**src/rtl/pc_fetch_sequencer.sv**
```systemverilog
// Program-counter / instruction-fetch sequencer: steers the external PC register,
// runs the imem request/ack exchange, and presents fetched words to decode.
module pc_fetch_sequencer #(
  parameter logic [15:0] RESET_VECTOR = 16'h0000,
  parameter logic [15:0] IRQ_VECTOR   = 16'h0004,
  parameter logic [15:0] PC_STEP      = 16'h0001,
  parameter logic        IE_RESET     = 1'b1
) (
  input  logic        clock,
  input  logic        reset,
  input  logic [15:0] pc_current,
  output logic [15:0] pc_next,
  output logic        imem_req,
  output logic [15:0] imem_addr,
  input  logic        imem_ack,
  input  logic [15:0] imem_data,
  output logic        instr_valid,
  output logic [15:0] instr,
  output logic [15:0] instr_pc,
  input  logic        instr_ready,
  input  logic        redirect_valid,
  input  logic [15:0] redirect_target,
  input  logic        eret,
  input  logic        halt,
  input  logic        irq,
  output logic        irq_ack,
  output logic [15:0] epc,
  output logic        running,
  output logic [1:0]  dbg_state
);

  // Decode handshake: instr/instr_pc are offered while instr_valid is high and are
  // consumed on any clock edge where instr_valid && instr_ready; until then they hold.
  typedef enum logic [1:0] {
    BOOT   = 2'd0,
    FETCH  = 2'd1,
    ISSUE  = 2'd2,
    HALTED = 2'd3
  } state_t;

  state_t      state_q, state_d;
  logic        ie_q, ie_d;
  logic [15:0] epc_d, instr_d, instr_pc_d;
  logic        take_irq;

  assign imem_addr = pc_current;
  assign dbg_state = state_q;
  assign take_irq  = irq && ie_q;

  always_ff @(posedge clock or posedge reset) begin
    if (reset) begin
      state_q  <= BOOT;
      ie_q     <= IE_RESET;
      epc      <= 16'h0000;
      instr    <= 16'h0000;
      instr_pc <= 16'h0000;
    end else begin
      state_q  <= state_d;
      ie_q     <= ie_d;
      epc      <= epc_d;
      instr    <= instr_d;
      instr_pc <= instr_pc_d;
    end
  end

  always_comb begin
    state_d     = state_q;
    pc_next     = pc_current;
    imem_req    = 1'b0;
    instr_valid = 1'b0;
    irq_ack     = 1'b0;
    running     = 1'b1;
    ie_d        = ie_q;
    epc_d       = epc;
    instr_d     = instr;
    instr_pc_d  = instr_pc;
    case (state_q)
      BOOT: begin
        pc_next = RESET_VECTOR;
        state_d = FETCH;
      end
      FETCH: begin
        imem_req = 1'b1;
        // A redirect or interrupt entry abandons the outstanding request, ack or not.
        if (redirect_valid) begin
          pc_next = redirect_target;
        end else if (take_irq) begin
          epc_d   = pc_current;
          pc_next = IRQ_VECTOR;
          ie_d    = 1'b0;
          irq_ack = 1'b1;
        end else if (imem_ack) begin
          instr_d    = imem_data;
          instr_pc_d = pc_current;
          pc_next    = pc_current + PC_STEP;
          state_d    = ISSUE;
        end
      end
      ISSUE: begin
        instr_valid = 1'b1;
        if (redirect_valid) begin
          pc_next = redirect_target;
          state_d = FETCH;
        end else if (instr_ready && eret) begin
          pc_next = epc;
          ie_d    = 1'b1;
          state_d = FETCH;
        end else if (instr_ready && halt) begin
          state_d = HALTED;
        end else if (instr_ready) begin
          state_d = FETCH;
        end
      end
      HALTED: begin
        running = 1'b0;
        // PC already points past the HLT, so that is the return address saved here.
        if (take_irq) begin
          epc_d   = pc_current;
          pc_next = IRQ_VECTOR;
          ie_d    = 1'b0;
          irq_ack = 1'b1;
          state_d = FETCH;
        end
      end
      default: state_d = BOOT;
    endcase
  end

endmodule

```
**config.mk**
```make
export PLATFORM = sky130hd
export DESIGN_NAME = pc_fetch_sequencer
export DESIGN_NICKNAME = d
export VERILOG_FILES = /design/src/rtl/pc_fetch_sequencer.sv
export SDC_FILE = /design/constraint.sdc
export NUM_CORES = 1
export LEC_CHECK = 0
export CAP_MARGIN = 25
export CORE_MARGIN = 2
export CORE_UTILIZATION = 43
export CTS_BUF_LIST = sky130_fd_sc_hd__clkbuf_8
export DETAILED_ROUTE_END_ITERATION = 10
export PLACE_DENSITY_LB_ADDON = 0.2
export RECOVER_POWER = 25
export SLEW_MARGIN = 20
export SYNTH_ARGS = -nofsm -noshare
export SYNTH_HDL_FRONTEND = slang
export SYNTH_SLANG_ARGS = --single-unit
export TNS_END_PERCENT = 20
```
**constraint.sdc**
```tcl
create_clock -name clock -period 2.86 [get_ports clock]
set_clock_uncertainty 0.2 [all_clocks]
set_input_delay 0.286 -clock clock [delete_from_list [all_inputs] [get_ports clock]]
set_output_delay 0.286 -clock clock [all_outputs]
set_load 0.05 [all_outputs]
```
; Word level (Yosys, flattened, before mapping)
; Index checks and enable logic that the tools add are counted.
[word_totals]
regBits = 51
out_inout_bits = 86
wordCells = 58
input_bits = 56
[classes]
eq_ne = 10
n_bitwise = 2
reduce_logical = 10
n_mux = 30
addsub = 1
[op_table]
columns = op, count
row1 = $mux 16, 8
row2 = $pmux 16 s4, 1
row3 = $pmux 16 s2, 1
row4 = $add 16x1->16 const B, 1
row5 = $mux 2, 8
row6 = $ne 2x2->1 const B, 6
row7 = $mux 1, 9
row8 = $pmux 2 s4, 1
row9 = $reduce_and 4->1, 2
row10 = $ne 5x5->1 const B, 1
row11 = $reduce_and 5->1, 1
row12 = $eq 2x2->1 const B, 2
row13 = $logic_and 1x1->1, 3
row14 = $pmux 1 s3, 1
row15 = $reduce_bool 3->1, 1
row16 = $eq 2x1->1 const B, 1
row17 = $logic_not 2->1, 1
row18 = $not 1->1, 2
row19 = $pmux 1 s2, 1
row20 = $reduce_and 2->1, 1
row21 = $reduce_bool 2->1, 1

; Depth between registers and ports, before layout
[depth]
depth_word = 5
depth_mapped = 8
ltp_nobuf = 6

; Worst setup path after synthesis
; No wires, ideal clock.
[synth_path]
kind = register to output
startpoint = register state_q[0], in the netlist dbg_state[0]
endpoint = output port pc_next[6]
t_required_ns = 2.374
arrival_ns = 3.195
stages_incl_launch_ff = 7
path_buffers = 1
path_slack_ns = -0.821
path_cell_list = dfrtp_1 ha_1 buf_2 and2b_1 nand2_1 or4_1 a31oi_1
[synth_via]
elab_chain_len = 2
elab_cells_between_ends = 5
classes_between = 3 x eq/ne / 1 x mux / 1 x reduce/logical
[synth_rtl]
columns = element, line_no
row1 = from (decl), 41  ; state_t state_q, state_d;
row2 = from (signal assigned), 58  ; state_q <= state_d;
row3 = "$eq 2x2->1, or another cell as far along", 77  ; case (state_q)
row4 = $pmux 16 s4 *, 77
row5 = to (decl), 12  ; output logic [15:0] pc_next,
; Every way passes the cells marked *; elsewhere a longest branch is shown, timed or not.

; Worst setup path in the final report
[layout_path]
startpoint = register state_q[1], in the netlist dbg_state[1]
endpoint = output port pc_next[15]
; The elaborated chain is that of the path after synthesis.

==> results by group <==
Outcome
  – Status: finished clean

Worst setup path
  – Crit path to: pc_next[15]
  – Critical Path Stages: 8
  – Flop-to-flop setup slack: 650 ps
  – Crit-path max FO: 8
  – R2r startpoint: dbg_state[0]
  – Slowest-stage cell, CP: dfrtp_2
  – Crit-path most repeated cell: buf_4
  – Startpoint types: flip-flop
  – Worst Path Buf+Inv: 3
  – Kind of end point of the critical path: output port
  – R2R depth: 6
  – Critical path data arrival time: 2350 ps
  – Critical path, cell by cell: buf_4 -> ha_4 -> o21a_4 -> buf_4 -> a22oi_2 -> o22ai_1 -> or3b_4 -> buf_12
  – CP Launch Point: dbg_state[1]
  – Kind of critical path: flip-flop to output port
  – Worst EP required: 2370 ps
  – RR Endpoint: instr_pc[13]
  – CP top delay family: compound AO/OA/AOI/OAI gates
  – Max stage delay on crit path: 460 ps

Routing
  – Routed Antenna Nets: 0
  – DR WL/cell: 18.5 µm
  – Iteration-0 DRC Markers: 204
  – Final WL: 10200 µm
  – DRT Pass-1 Iters: 4
  – Vias per inst: 5.58
  – Via count: 3090
  – Drt drc: 0

Logic synthesis
  – Top cells by area, synth: dfrtp_1 40%, mux2_2 18%, buf_4 3.9%, ha_1 2.4%, o21ai_0 2.3%
  – Synth cell types: 56
  – Synthesized area: 3100 µm²
  – Syn_nets: 358
  – Seq/Total Area, Yosys: 41.3%
  – Top_reg_cell synth: dfrtp_1
  – EDFF count, synth: 0
  – Post-synth ARST share: 100%
  – Leading area contributor after synthesis: dfrtp_1
  – Flops & latches, synth: 51
  – Gate Count Post-Synth: 296
  – Ys Warns: 0
  – Syn avg cell area: 10.5 µm²
  – Yosys top cell area share: 40.4%

STA
  – Tmin final: 2830 ps
  – Slew margin rel.: 19.3%
  – F_max: 353 MHz
  – Worst-Margin Slew: 1210 ps
  – Period utilization: 99.0%
  – Final hold violation count: 0
  – # setup viols final: 0
  – RSZ-0062 raised after global routing: true
  – Post-Route Setup TNS: 0 ps
  – Max-slew violation count: 0

Clocking
  – Clk slew on worst S/H paths: 110 ps
  – CTS buffer count: 5
  – Root Driver: clkbuf_8
  – Sinks on Clock Net: 51
  – CTS H-tree depth: 2
  – Post-CTS Hold Buffers: 0
  – CTS tree: built
  – Insertion delay to the later sink of the worst-skew pair: 310 ps
  – Clock Path Buffers: 2

Pwr
  – Flop pwr share: 20.8%
  – Int Pwr: 0.00310 W
  – Power share of the clock group: 7.3%
  – Comb pwr share: 71.9%
  – Maximum VDD drop: 0.000864 V
  – Switch Pwr: 0.00317 W
  – Leak pwr: 2.11 nW
  – Switch share: 50.6%
  – Power Density: 1200 nW/µm²

Min path
  – Hold Path Class: primary input to async pin

Floorplanning
  – Std-Cell Rows: 30
  – Die H: 88.8 µm
  – Die Area: 7890 µm²
  – Initial Util: 45.1%
  – Core box area: 6870 µm²
  – Die width: 88.8 µm
  – I/O pin cnt: 142

GRT
  – Total global-route track usage: 26.6%
  – First-pass GRT wire length: 15900 µm
  – Initial antenna violation count: 0
  – Largest net degree at the start of global routing: 35
  – Vias in the first global route: 3143
  – Gr ovfl total: 0

Placed design
  – Port Buffers: 141
  – Dpl cells: 536
  – Post-DP HPWL: 7620 µm
  – Routability cong.: 0.870

Flow run
  – Max_cap viols: 0

Finish
  – Final antenna diode count: 0
  – Layout cells sized above 1: 33.0%
  – Final Non-Filler Cells: 554
  – Filler cells: 502
  – Fin nets: 519
  – Area growth syn-to-layout: 68.8%
[sequential cells by signal, indices dropped and copies added (netlist names)]
signal,flops
dbg_state,2
instr,16
ie_q,1
epc,16
instr_pc,16
[kinds of logic after synthesis]
| logic type | after synthesis | synth area share [%] |
|---|---|---|
| AO/OA/AOI/OAI | 65 | 14.8 |
| XOR/XNOR | 2 | 0.566 |
| adder cells (fa/ha/maj) | 6 | 2.43 |
| buffers and inverters | 41 | 7.60 |
| flip-flops | 51 | 41.3 |
| multiplexers | 51 | 18.5 |
| AND/OR/NAND/NOR | 80 | 14.9 |
[routing by layer]
| layer | vias to the layer above | track usage, % | wire (µm) | share of wire [%] |
|---|---|---|---|---|
| li1 | 1426 | - | - | - |
| met1 | 1534 | 32.8 | 4190 | 41 |
| met2 | 119 | 46.3 | 5250 | 51 |
| met3 | 11 | 6.62 | 691 | 6.7 |
| met4 | 0 | 6.89 | 110 | 1.1 |
| met5 | - | 0 | 0 | 0 |
[cell usage after synthesis (7+ instances only)]
cell,count
a31oi_1,9
a22oi_1,9
nand3_1,9
inv_1,7
buf_4,16
nand2_1,17
buf_2,11
o21ai_0,14
nor2_1,8
mux2_2,49
dfrtp_1,50
[cells in the final DEF, fill, tap and decap left out, drive strengths merged, types with 4 or more instances in the layout]
| master | Yosys | final |
|---|---|---|
| nand3 | 9 | 9 |
| nand2b | 5 | 5 |
| ha | 6 | 6 |
| a222oi | 5 | 5 |
| inv | 7 | 8 |
| buf | 28 | 61 |
| nand4 | 7 | 7 |
| o21ai | 14 | 14 |
| nand2 | 17 | 17 |
| and4 | 4 | 4 |
| nor2 | 8 | 8 |
| a31oi | 9 | 9 |
| a21oi | 5 | 5 |
| dfrtp | 50 | 50 |
| or4 | 4 | 4 |
| a22oi | 9 | 9 |
| mux2 | 49 | 49 |
| clkdlybuf4s50 | 0 | 123 |
| nor3 | 6 | 6 |
| and3 | 4 | 4 |
| clkbuf | 6 | 9 |
[layout make-up]
cell class	instances	area, µm²	area share (%)
inverter	7	28.8	0.551
sequential	51	1280	24.5
multi-input combinational	204	1750	33.5
timing repair buffer	188	1950	37.3
clock inverter	2	13.8	0.263
tap	96	120	2.30
clock buffer	6	82.6	1.58
[worst min path at each step]
stage                               to  slack [ps]  cells past startpoint    startpoint
final                         instr[5]         280                      2         reset
after global routing      instr_pc[14]         330                      1  instr_pc[14]
after CTS                     instr[5]          60                      2         reset
after detailed placement   instr_pc[5]         280                      2   instr_pc[5]
after global placement     instr_pc[5]         270                      2   instr_pc[5]
after floorplan               instr[0]         240                      1  imem_data[0]
[stage by stage]
stage / power [W] / setup WS [ps] / hold slack [ps] / instance area [µm²] / util (%)
2_1_floorplan: 0.00398 / -107 / 237 / 3190 / -
3_3_place_gp: 0.00561 / 11.0 / 268 / 4980 / 72.5
3_5_place_dp: 0.00568 / -21.7 / 280 / 4980 / 72.5
4_1_cts: 0.00620 / 8.93 / 55.1 / 5110 / 74.4
5_1_grt: 0.00652 / -56.5 / 326 / 5220 / 76.0
6_report: 0.00627 / 27.3 / 276 / 5220 / 76.0
[power by group through the flow]
stage                     sequential (W)  clock, W  combinational (W)
after detailed placement         0.00132         0            0.00436
after global placement           0.00129         0            0.00432
final                            0.00130  0.000460            0.00451
after global routing             0.00134  0.000490            0.00469
after CTS                        0.00130  0.000470            0.00442
after floorplan                  0.00248         0            0.00151
[what timing repair did]
action                                  4_1_cts  5_1_grt
endpoints found under the setup margin       11       10
pin swaps                                     0        6
setup buffers                                 2        8
gates resized for setup                       6       15
Power figures use the tool's default switching activity.
